==> src/rtl/alu_pkg.sv <==
// Shared ALU definitions: fixed-point result format and the result record
// that travels from the ALU into downstream buffering.
package alu_pkg;

  localparam int INT_W  = 7;
  localparam int FRAC_W = 5;
  localparam int INST_W = 3;
  localparam int DATA_W = INT_W + FRAC_W;

  // One ALU result: overflow flag plus signed Q7.5 value.
  typedef struct packed {
    logic                     ovf;
    logic signed [DATA_W-1:0] data;
  } alu_res_t;

endpackage

==> src/rtl/sat_counter.sv <==
// Saturating event counter with synchronous clear. Clear has priority over
// increment, and the count sticks at all-ones instead of wrapping.
module sat_counter #(
  parameter int CNT_W = 8
) (
  input  logic             i_clk,
  input  logic             i_rst_n,
  input  logic             i_inc,
  input  logic             i_clr,
  output logic [CNT_W-1:0] o_cnt
);

  logic [CNT_W-1:0] cnt_q;
  logic [CNT_W-1:0] cnt_d;

  // Next count: clear wins, otherwise increment unless already saturated.
  always_comb begin
    cnt_d = cnt_q;
    if (i_clr) begin
      cnt_d = '0;
    end else if (i_inc && (cnt_q != {CNT_W{1'b1}})) begin
      cnt_d = cnt_q + CNT_W'(1);
    end
  end

  // Count register with synchronous active-low reset.
  always_ff @(posedge i_clk) begin
    if (!i_rst_n) begin
      cnt_q <= '0;
    end else begin
      cnt_q <= cnt_d;
    end
  end

  assign o_cnt = cnt_q;

endmodule

==> src/rtl/alu_result_buffer.sv <==
// First-word-fall-through buffer for ALU results. The ALU cannot be stalled,
// so a result arriving while the buffer is full is dropped and counted.
//
// Handshake: the head entry is transferred on every rising edge where
// o_valid and i_ready are both high. o_valid never depends on i_ready, and
// while o_valid is high the head stays stable until it is transferred.
// On the input side i_valid is a plain strobe with no ready; a full buffer
// still accepts the result if the head is leaving in the same cycle.
module alu_result_buffer
  import alu_pkg::*;
#(
  parameter int DATA_W = alu_pkg::DATA_W,
  parameter int DEPTH  = 8,
  parameter int CNT_W  = 8
) (
  input  logic                     i_clk,
  input  logic                     i_rst_n,
  input  logic                     i_valid,
  input  logic [DATA_W-1:0]        i_data,
  input  logic                     i_overflow,
  input  logic                     i_ready,
  input  logic                     i_clr_stat,
  output logic                     o_valid,
  output logic [DATA_W-1:0]        o_data,
  output logic                     o_overflow,
  output logic                     o_full,
  output logic                     o_empty,
  output logic [$clog2(DEPTH):0]   o_count,
  output logic [CNT_W-1:0]         o_drop_cnt,
  output logic [CNT_W-1:0]         o_ovf_cnt
);

  localparam int PTR_W  = $clog2(DEPTH);
  localparam int CNT_OW = PTR_W + 1;

  // Storage word: overflow flag in the MSB, result below it.
  logic [DATA_W:0]  mem_q [DEPTH];

  logic [PTR_W-1:0]  wr_ptr_q, wr_ptr_d;
  logic [PTR_W-1:0]  rd_ptr_q, rd_ptr_d;
  logic [CNT_OW-1:0] count_q,  count_d;

  logic push;
  logic pop;
  logic drop;
  logic [DATA_W:0] head;

  // Status flags come only from the registered count.
  assign o_empty = (count_q == '0);
  assign o_full  = (count_q == CNT_OW'(DEPTH));
  assign o_valid = ~o_empty;
  assign o_count = count_q;

  assign pop  = o_valid & i_ready;
  assign push = i_valid & (~o_full | pop);
  assign drop = i_valid & o_full & ~pop;

  // Head is masked so stale memory never leaks out after reset or drain.
  assign head       = mem_q[rd_ptr_q];
  assign o_data     = o_valid ? head[DATA_W-1:0] : '0;
  assign o_overflow = o_valid & head[DATA_W];

  // Pointer and occupancy next-state; pointers wrap naturally modulo DEPTH.
  always_comb begin
    wr_ptr_d = wr_ptr_q;
    rd_ptr_d = rd_ptr_q;
    count_d  = count_q;
    if (push) begin
      wr_ptr_d = wr_ptr_q + PTR_W'(1);
    end
    if (pop) begin
      rd_ptr_d = rd_ptr_q + PTR_W'(1);
    end
    case ({push, pop})
      2'b10:   count_d = count_q + CNT_OW'(1);
      2'b01:   count_d = count_q - CNT_OW'(1);
      default: count_d = count_q;
    endcase
  end

  // Pointer and occupancy registers; reset discards every stored entry.
  always_ff @(posedge i_clk) begin
    if (!i_rst_n) begin
      wr_ptr_q <= '0;
      rd_ptr_q <= '0;
      count_q  <= '0;
    end else begin
      wr_ptr_q <= wr_ptr_d;
      rd_ptr_q <= rd_ptr_d;
      count_q  <= count_d;
    end
  end

  // Result storage, written bit-exact; contents need no reset since reads are masked.
  always_ff @(posedge i_clk) begin
    if (push) begin
      mem_q[wr_ptr_q] <= {i_overflow, i_data};
    end
  end

  sat_counter #(.CNT_W(CNT_W)) u_drop_cnt (
    .i_clk   (i_clk),
    .i_rst_n (i_rst_n),
    .i_inc   (drop),
    .i_clr   (i_clr_stat),
    .o_cnt   (o_drop_cnt)
  );

  sat_counter #(.CNT_W(CNT_W)) u_ovf_cnt (
    .i_clk   (i_clk),
    .i_rst_n (i_rst_n),
    .i_inc   (push & i_overflow),
    .i_clr   (i_clr_stat),
    .o_cnt   (o_ovf_cnt)
  );

endmodule

==> config.mk <==
export PLATFORM = sky130hd
export DESIGN_NAME = alu_result_buffer
export DESIGN_NICKNAME = d
export VERILOG_FILES = /design/src/rtl/alu_pkg.sv /design/src/rtl/sat_counter.sv /design/src/rtl/alu_result_buffer.sv
export SDC_FILE = /design/constraint.sdc
export NUM_CORES = 1
export LEC_CHECK = 0
export CAP_MARGIN = 20
export CORE_ASPECT_RATIO = 0.7
export CORE_MARGIN = 8
export CORE_UTILIZATION = 51
export CTS_BUF_LIST = sky130_fd_sc_hd__clkbuf_8 sky130_fd_sc_hd__clkbuf_16
export DETAILED_ROUTE_END_ITERATION = 6
export PLACE_DENSITY = 0.75
export SYNTH_ARGS = -nofsm -noshare
export SYNTH_HDL_FRONTEND = slang
export SYNTH_SLANG_ARGS = --single-unit
==> constraint.sdc <==
create_clock -name i_clk -period 2.5 [get_ports i_clk]
set_input_delay 0.375 -clock i_clk [delete_from_list [all_inputs] [get_ports i_clk]]
set_output_delay 0.375 -clock i_clk [all_outputs]
set_load 0.01 [all_outputs]
; Yosys cells after proc, flatten, opt, wreduce, memory -nomap -nowiden
; Memory sizes are Yosys's and may differ from the RTL's. A register that Yosys moved wholly into a read port is not among the register bits.
; Index checks and enable logic that the tools add are counted.
[word_totals]
ff_bits = 26
ramBits = 104
in_bits = 18
out_inout_bits = 36
word_cells = 39
memories = 1
[classes]
addsub = 6
n_eq_ne = 5
muxes = 6
bitwise_logic = 11
n_reduce_logical = 5
[memory_table]
columns = name, words, word_bits, read_ports, rd_ports_with_merged_regs, write_ports, line
row1 = mem_q, 8, 13, 1, 1, 1, alu_result_buffer.sv:37  ; logic [DATA_W:0] mem_q [DEPTH];
[ops]
columns = cell, n
row1 = adder 8 x 1 -> 8 bit (second input constant), 2
row2 = != test 8 bit (second input constant), 2
row3 = 2-to-1 mux 12 bit, 1
row4 = case mux 4 bit (2 select lines), 1
row5 = adder 3 x 1 -> 3 bit (second input constant), 2
row6 = bitwise AND 1 bit, 6
row7 = 2-to-1 mux 3 bit, 2
row8 = adder 4 x 1 -> 4 bit (second input constant), 1
row9 = == test 4 bit (second input constant), 1
row10 = logical NOT 4 bit, 1
row11 = inverter 1 bit, 4
row12 = subtractor 4 x 1 -> 4 bit (second input constant), 1
row13 = == test 2 x 1 -> 1 bit (second input constant), 1
row14 = == test 2 bit (second input constant), 1
row15 = logical AND 1 bit, 2
row16 = 2-to-1 mux 1 bit, 2
row17 = nonzero test 2 bit, 1
row18 = OR reduction 2 bit, 1
row19 = OR 1 bit, 1

; Depth between registers and ports, before layout
[depth]
word_depth = 7
ltp_mapped = 11
ltp_nobuf = 9

; Hierarchy
; From an unflattened synthesis, not the netlist that was laid out.
[unflattened]
cells_unflattened = 340
area_unflattened_um2 = 5584.1
[by_module_without_submodules]
columns = module, instances, cells_per_inst, area_per_inst_um2, seq_area_each_um2
row1 = alu_result_buffer, 1, 248, 4740.8, 3383.2
row2 = sat_counter, 2, 46, 421.7, 160.2

; Worst setup path after synthesis
; OpenSTA, ideal clock, no wires.
[synth_timing]
path_kind = register -> register
from = register count_q[0], in the netlist o_count[0]
to = memory mem_q[0][0] (netlist bit) (enable)
setup_time_ps = 417
t_arrival_ps = 2321
required_time_ps = 2083
setup_slack_ps = -237
path_stages_with_launch = 6
path_buffers = 2
synth_period_minus_slack_ps = 2737
cell_sequence = dfxtp_1 > or4b_4 > buf_6 > o21ai_0 > buf_2 > nor4_1
[synth_between]
elab_chain_cells = 7
word_cells_on_any_way = 9
classes_between = eq/ne (1) / mux (2) / bitwise (5) / reduce/logical (1)
[synth_rtl]
columns = element, line
row1 = from (decl), alu_result_buffer.sv:41  ; logic [CNT_OW-1:0] count_q, count_d;
row2 = from (signal assigned), alu_result_buffer.sv:90  ; count_q <= count_d;
row3 = logical NOT 4 bit, alu_result_buffer.sv:49  ; assign o_empty = (count_q == '0);
row4 = inverter 1 bit, alu_result_buffer.sv:51  ; assign o_valid = ~o_empty;
row5 = bitwise AND 1 bit, alu_result_buffer.sv:54  ; assign pop = o_valid & i_ready;
row6 = OR 1 bit (*), alu_result_buffer.sv:55  ; assign push = i_valid & (~o_full | pop);
row7 = bitwise AND 1 bit (*), alu_result_buffer.sv:55
row8 = 2-to-1 mux 1 bit (*), alu_result_buffer.sv:96  ; if (push) begin
row9 = 2-to-1 mux 1 bit (not written as such) (*), alu_result_buffer.sv:97  ; mem_q[wr_ptr_q] <= {i_overflow, i_data};
row10 = to (decl), alu_result_buffer.sv:37
; Mark *: on every way between the ends. The rest lies on a longest branch, timed or not.

; Worst setup path after layout
[layout_timing]
from = register count_q[1], in the netlist o_count[1]
to = output o_full
[layout_between]
elab_chain_cells = 1
[layout_rtl]
columns = element, line
row1 = == test 4 bit, alu_result_buffer.sv:50  ; assign o_full = (count_q == CNT_OW'(DEPTH));
row2 = to (decl), alu_result_buffer.sv:26  ; output logic o_full,
; No other way between the ends.

==> results.cfg <==
[clock_network]
cts.sinks = 133
cts-root-to-sink-buffers = 2
numCtsBuffers = 17
cts_tree = yes
insertion_delay_ns = 0.42
h-tree-depth = 4
path_clk_slew_ns = 0.07
cts_root_buf = clkbuf_16

[detailed_routing]
firstDrtPassIters = 4
drt-initial-drc-count = 199
num_vias = 3368
drt_wl_total_um = 11900
vias_per_cell = 5.89
drc = 0
ant_nets = 0
wl_per_cell_um = 20.8

[sta]
skew_ns = 0.0126
finalCritPeriodShare = 0.982
whs_ns = 0.502
finalSetupTns_ns = 0
setup_viol = 0
fmax_ghz = 0.407
hold_viol_final = 0
min_period_ns = 2.46
slew-limit-headroom = 0.532
worst_pin_slew_ns = 0.699
drv_slew = 0

[placed_design]
gp_congestion = 0.845
numPortBuffers = 53
dp.cells = 531
dpl-instance-area_sq_mm = 0.00630
hpwl_um = 7230

[synth]
synth.area.top_cells = edfxtp_1 57%, mux4_2 11%, dfxtp_1 11%
syn_area_per_cell_sq_um = 16.0
yosys.area.top_type = edfxtp_1
yosys-top-cells-count = 104 x edfxtp_1, 29 x dfxtp_1, 26 x mux4_2
dominantRegCellSynth = edfxtp_1
synthesis.area_sq_mm = 0.00549
netlist.area_leader.share = 0.569
ys_ff_latch = 133
mappedNetlistNets = 366
synth.distinct_cells = 49
yosysMostFrequentCell = edfxtp_1
async_flop_share = 0
syn-instance-count = 343
ys_seq_area_frac = 0.675
synth_warnings = 0
synth_edf_count = 104

[setup_path]
crit_type = reg -> out
worst_path_max_delay_cell = or4b_4
crit_family = buffers and inverters
cp-end-kind = output pin
critPathLaunchType = flip-flop
slowest_delay_ns = 0.58
critPathMaxFanout = 9
cp_cell_sequence = buf_4 -> or4b_4 -> clkinv_4 -> clkdlybuf4s50_1
worstPathRequired_ns = 2.12
arrival_ns = 2.08
cp.depth = 4
reg2reg_depth = 9
path_buf_inv = 3

[finish]
finalNonFillerCells = 572
finish.instance_area_sq_mm = 0.00706
nFillCells = 681
syn2layout_area_growth_pct = 28.7
drive_gt1_frac = 0.259
diodes = 0
final_nets = 450

[power_and_ir_drop]
powerDensity_mw_per_mm2 = 849
combPwrFrac = 0.161
power.internal_uw = 4490
pwr-share-seq = 0.417
swShare = 0.251
clock_power_share = 0.422
p_sw_uw = 1500
max-vdd-ir-drop_uv = 526
p_leak_uw = 0.00235

[grt]
antenna_found_initial = 0
grt_pass1_wl_um = 19000
grt_max_degree = 27
overflow = 0
track_usage = 0.177
grt_pass1_vias = 3456

[die]
fp.dieH_um = 103
dieArea_sq_mm = 0.0144
die_w_um = 140
start_util = 0.528
placementRows = 31
ios = 54
fp.coreArea_sq_mm = 0.0104

[min_path]
hold_path_depth = 2
hp-class = reg -> reg

[outcome]
status = finished clean

[job]
cap_viol_max_count = 0
==> final timing paths <==
path | endpoint | start | slack [ns]
setup reg to reg | o_count[2]$_SDFFE_PN0P_ | o_count[3]$_SDFFE_PN0P_ | 0.30
hold / removal | u_drop_cnt.o_cnt[7]$_SDFFE_PP0P_ | u_drop_cnt.o_cnt[7]$_SDFFE_PP0P_ | 0.50
hold reg to reg | u_drop_cnt.o_cnt[7]$_SDFFE_PP0P_ | u_drop_cnt.o_cnt[7]$_SDFFE_PP0P_ | 0.50
setup / recovery | o_full | o_count[1]$_SDFFE_PN0P_ | 0.04
==> worst reg2reg max path, stage by stage, from the launching register on <==
cell	delay [ns]
dfxtp_1	0.34
or4_1	0.56
inv_2	0.09
nor3_1	0.05
a21o_2	0.18
ha_1	0.20
and3_1	0.19
a32o_1	0.19
a21oi_1	0.14
mux2i_1	0.18
==> layout make-up <==
class,instances,area (sq um),area share
repair buffers,84,852,0.121
flip-flops and latches,133,3710,0.525
clock buffers,17,425,0.0603
inverters,6,27.5,0.00390
well taps,132,165,0.0234
clock inverters,15,185,0.0262
multi-input cells,185,1700,0.240
==> registers in the layout, indices dropped and copies added (netlist names), named ones only <==
| name | flops |
|---|---|
| rd_ptr_q | 3 |
| u_drop_cnt.o_cnt | 8 |
| o_count | 4 |
| wr_ptr_q | 3 |
| u_ovf_cnt.o_cnt | 8 |
| mem_q | 104 |
==> per-layer routing <==
| metal | part of all wire | wire length [um] | vias to the layer above | GRT usage |
|---|---|---|---|---|
| met5 | 0 | 0 | - | 0 |
| met4 | 0.013 | 155 | 0 | 0.0756 |
| met3 | 0.056 | 663 | 14 | 0.0569 |
| met2 | 0.48 | 5720 | 110 | 0.278 |
| met1 | 0.45 | 5330 | 1704 | 0.225 |
| li1 | - | - | 1540 | - |
==> stage by stage <==
stage	setup WS, ns	power [uW]	utilization
2_1_floorplan	0.0672	3020	-
3_3_place_gp	0.266	3370	0.606
3_5_place_dp	0.185	3400	0.606
4_1_cts	0.00728	5980	0.674
5_1_grt	-0.00882	6210	0.679
6_report	0.0449	5990	0.679
==> placed cells by master, fill, tap and decap left out, types with 4 or more instances in the layout <==
master and instances:
mux2i_2 4, a21oi_1 12, clkbuf_2 5, o21ai_0 4
buf_12 4, mux4_2 26, clkbuf_16 18, nor2_1 21
inv_1 4, and2_1 5, dfxtp_1 28, mux2i_1 12
nand2b_1 6, buf_4 22, edfxtp_1 104, clkdlybuf4s50_1 39
clkinv_4 4, ha_1 5, o31ai_1 9, dlygate4sd2_1 4
nand3_1 8, or4_1 9, nand2_1 13, clkdlybuf4s15_1 5
xnor2_1 5, inv_6 6, nor3_2 4, nand4_1 5
==> what timing repair did <==
item                                   CTS  global route
pin swaps                                1             0
setup endpoints to repair               15             7
gates resized for setup                 23            16
buffers inserted                         3             3
hold buffers                             0             0
gates cloned                             2             1
endpoints found under the hold margin    0             0
==> kinds of logic (layout without fill, tap and decap cells) <==
kind of cell | count (synthesis) | count (layout) | synth area share
DFF | 133 | 133 | 0.675
and+or+nand+nor | 91 | 91 | 0.0915
AOI/OAI and AO/OA | 41 | 41 | 0.0536
muxes | 42 | 42 | 0.136
xor gates and xnor gates | 6 | 6 | 0.00958
adders and majority gates | 5 | 5 | 0.0114
buffers and inverters | 25 | 122 | 0.0228
==> power groups by stage <==
| stage | Combinational, uW | Sequential [uW] | Clock (uW) |
|---|---|---|---|
| after floorplan | 487 | 2530 | 0 |
| after global placement | 849 | 2530 | 0 |
| after detailed placement | 873 | 2530 | 0 |
| after CTS | 921 | 2490 | 2570 |
| after global routing | 1040 | 2510 | 2670 |
| final | 965 | 2500 | 2530 |
Power figures use the tool's default switching activity.
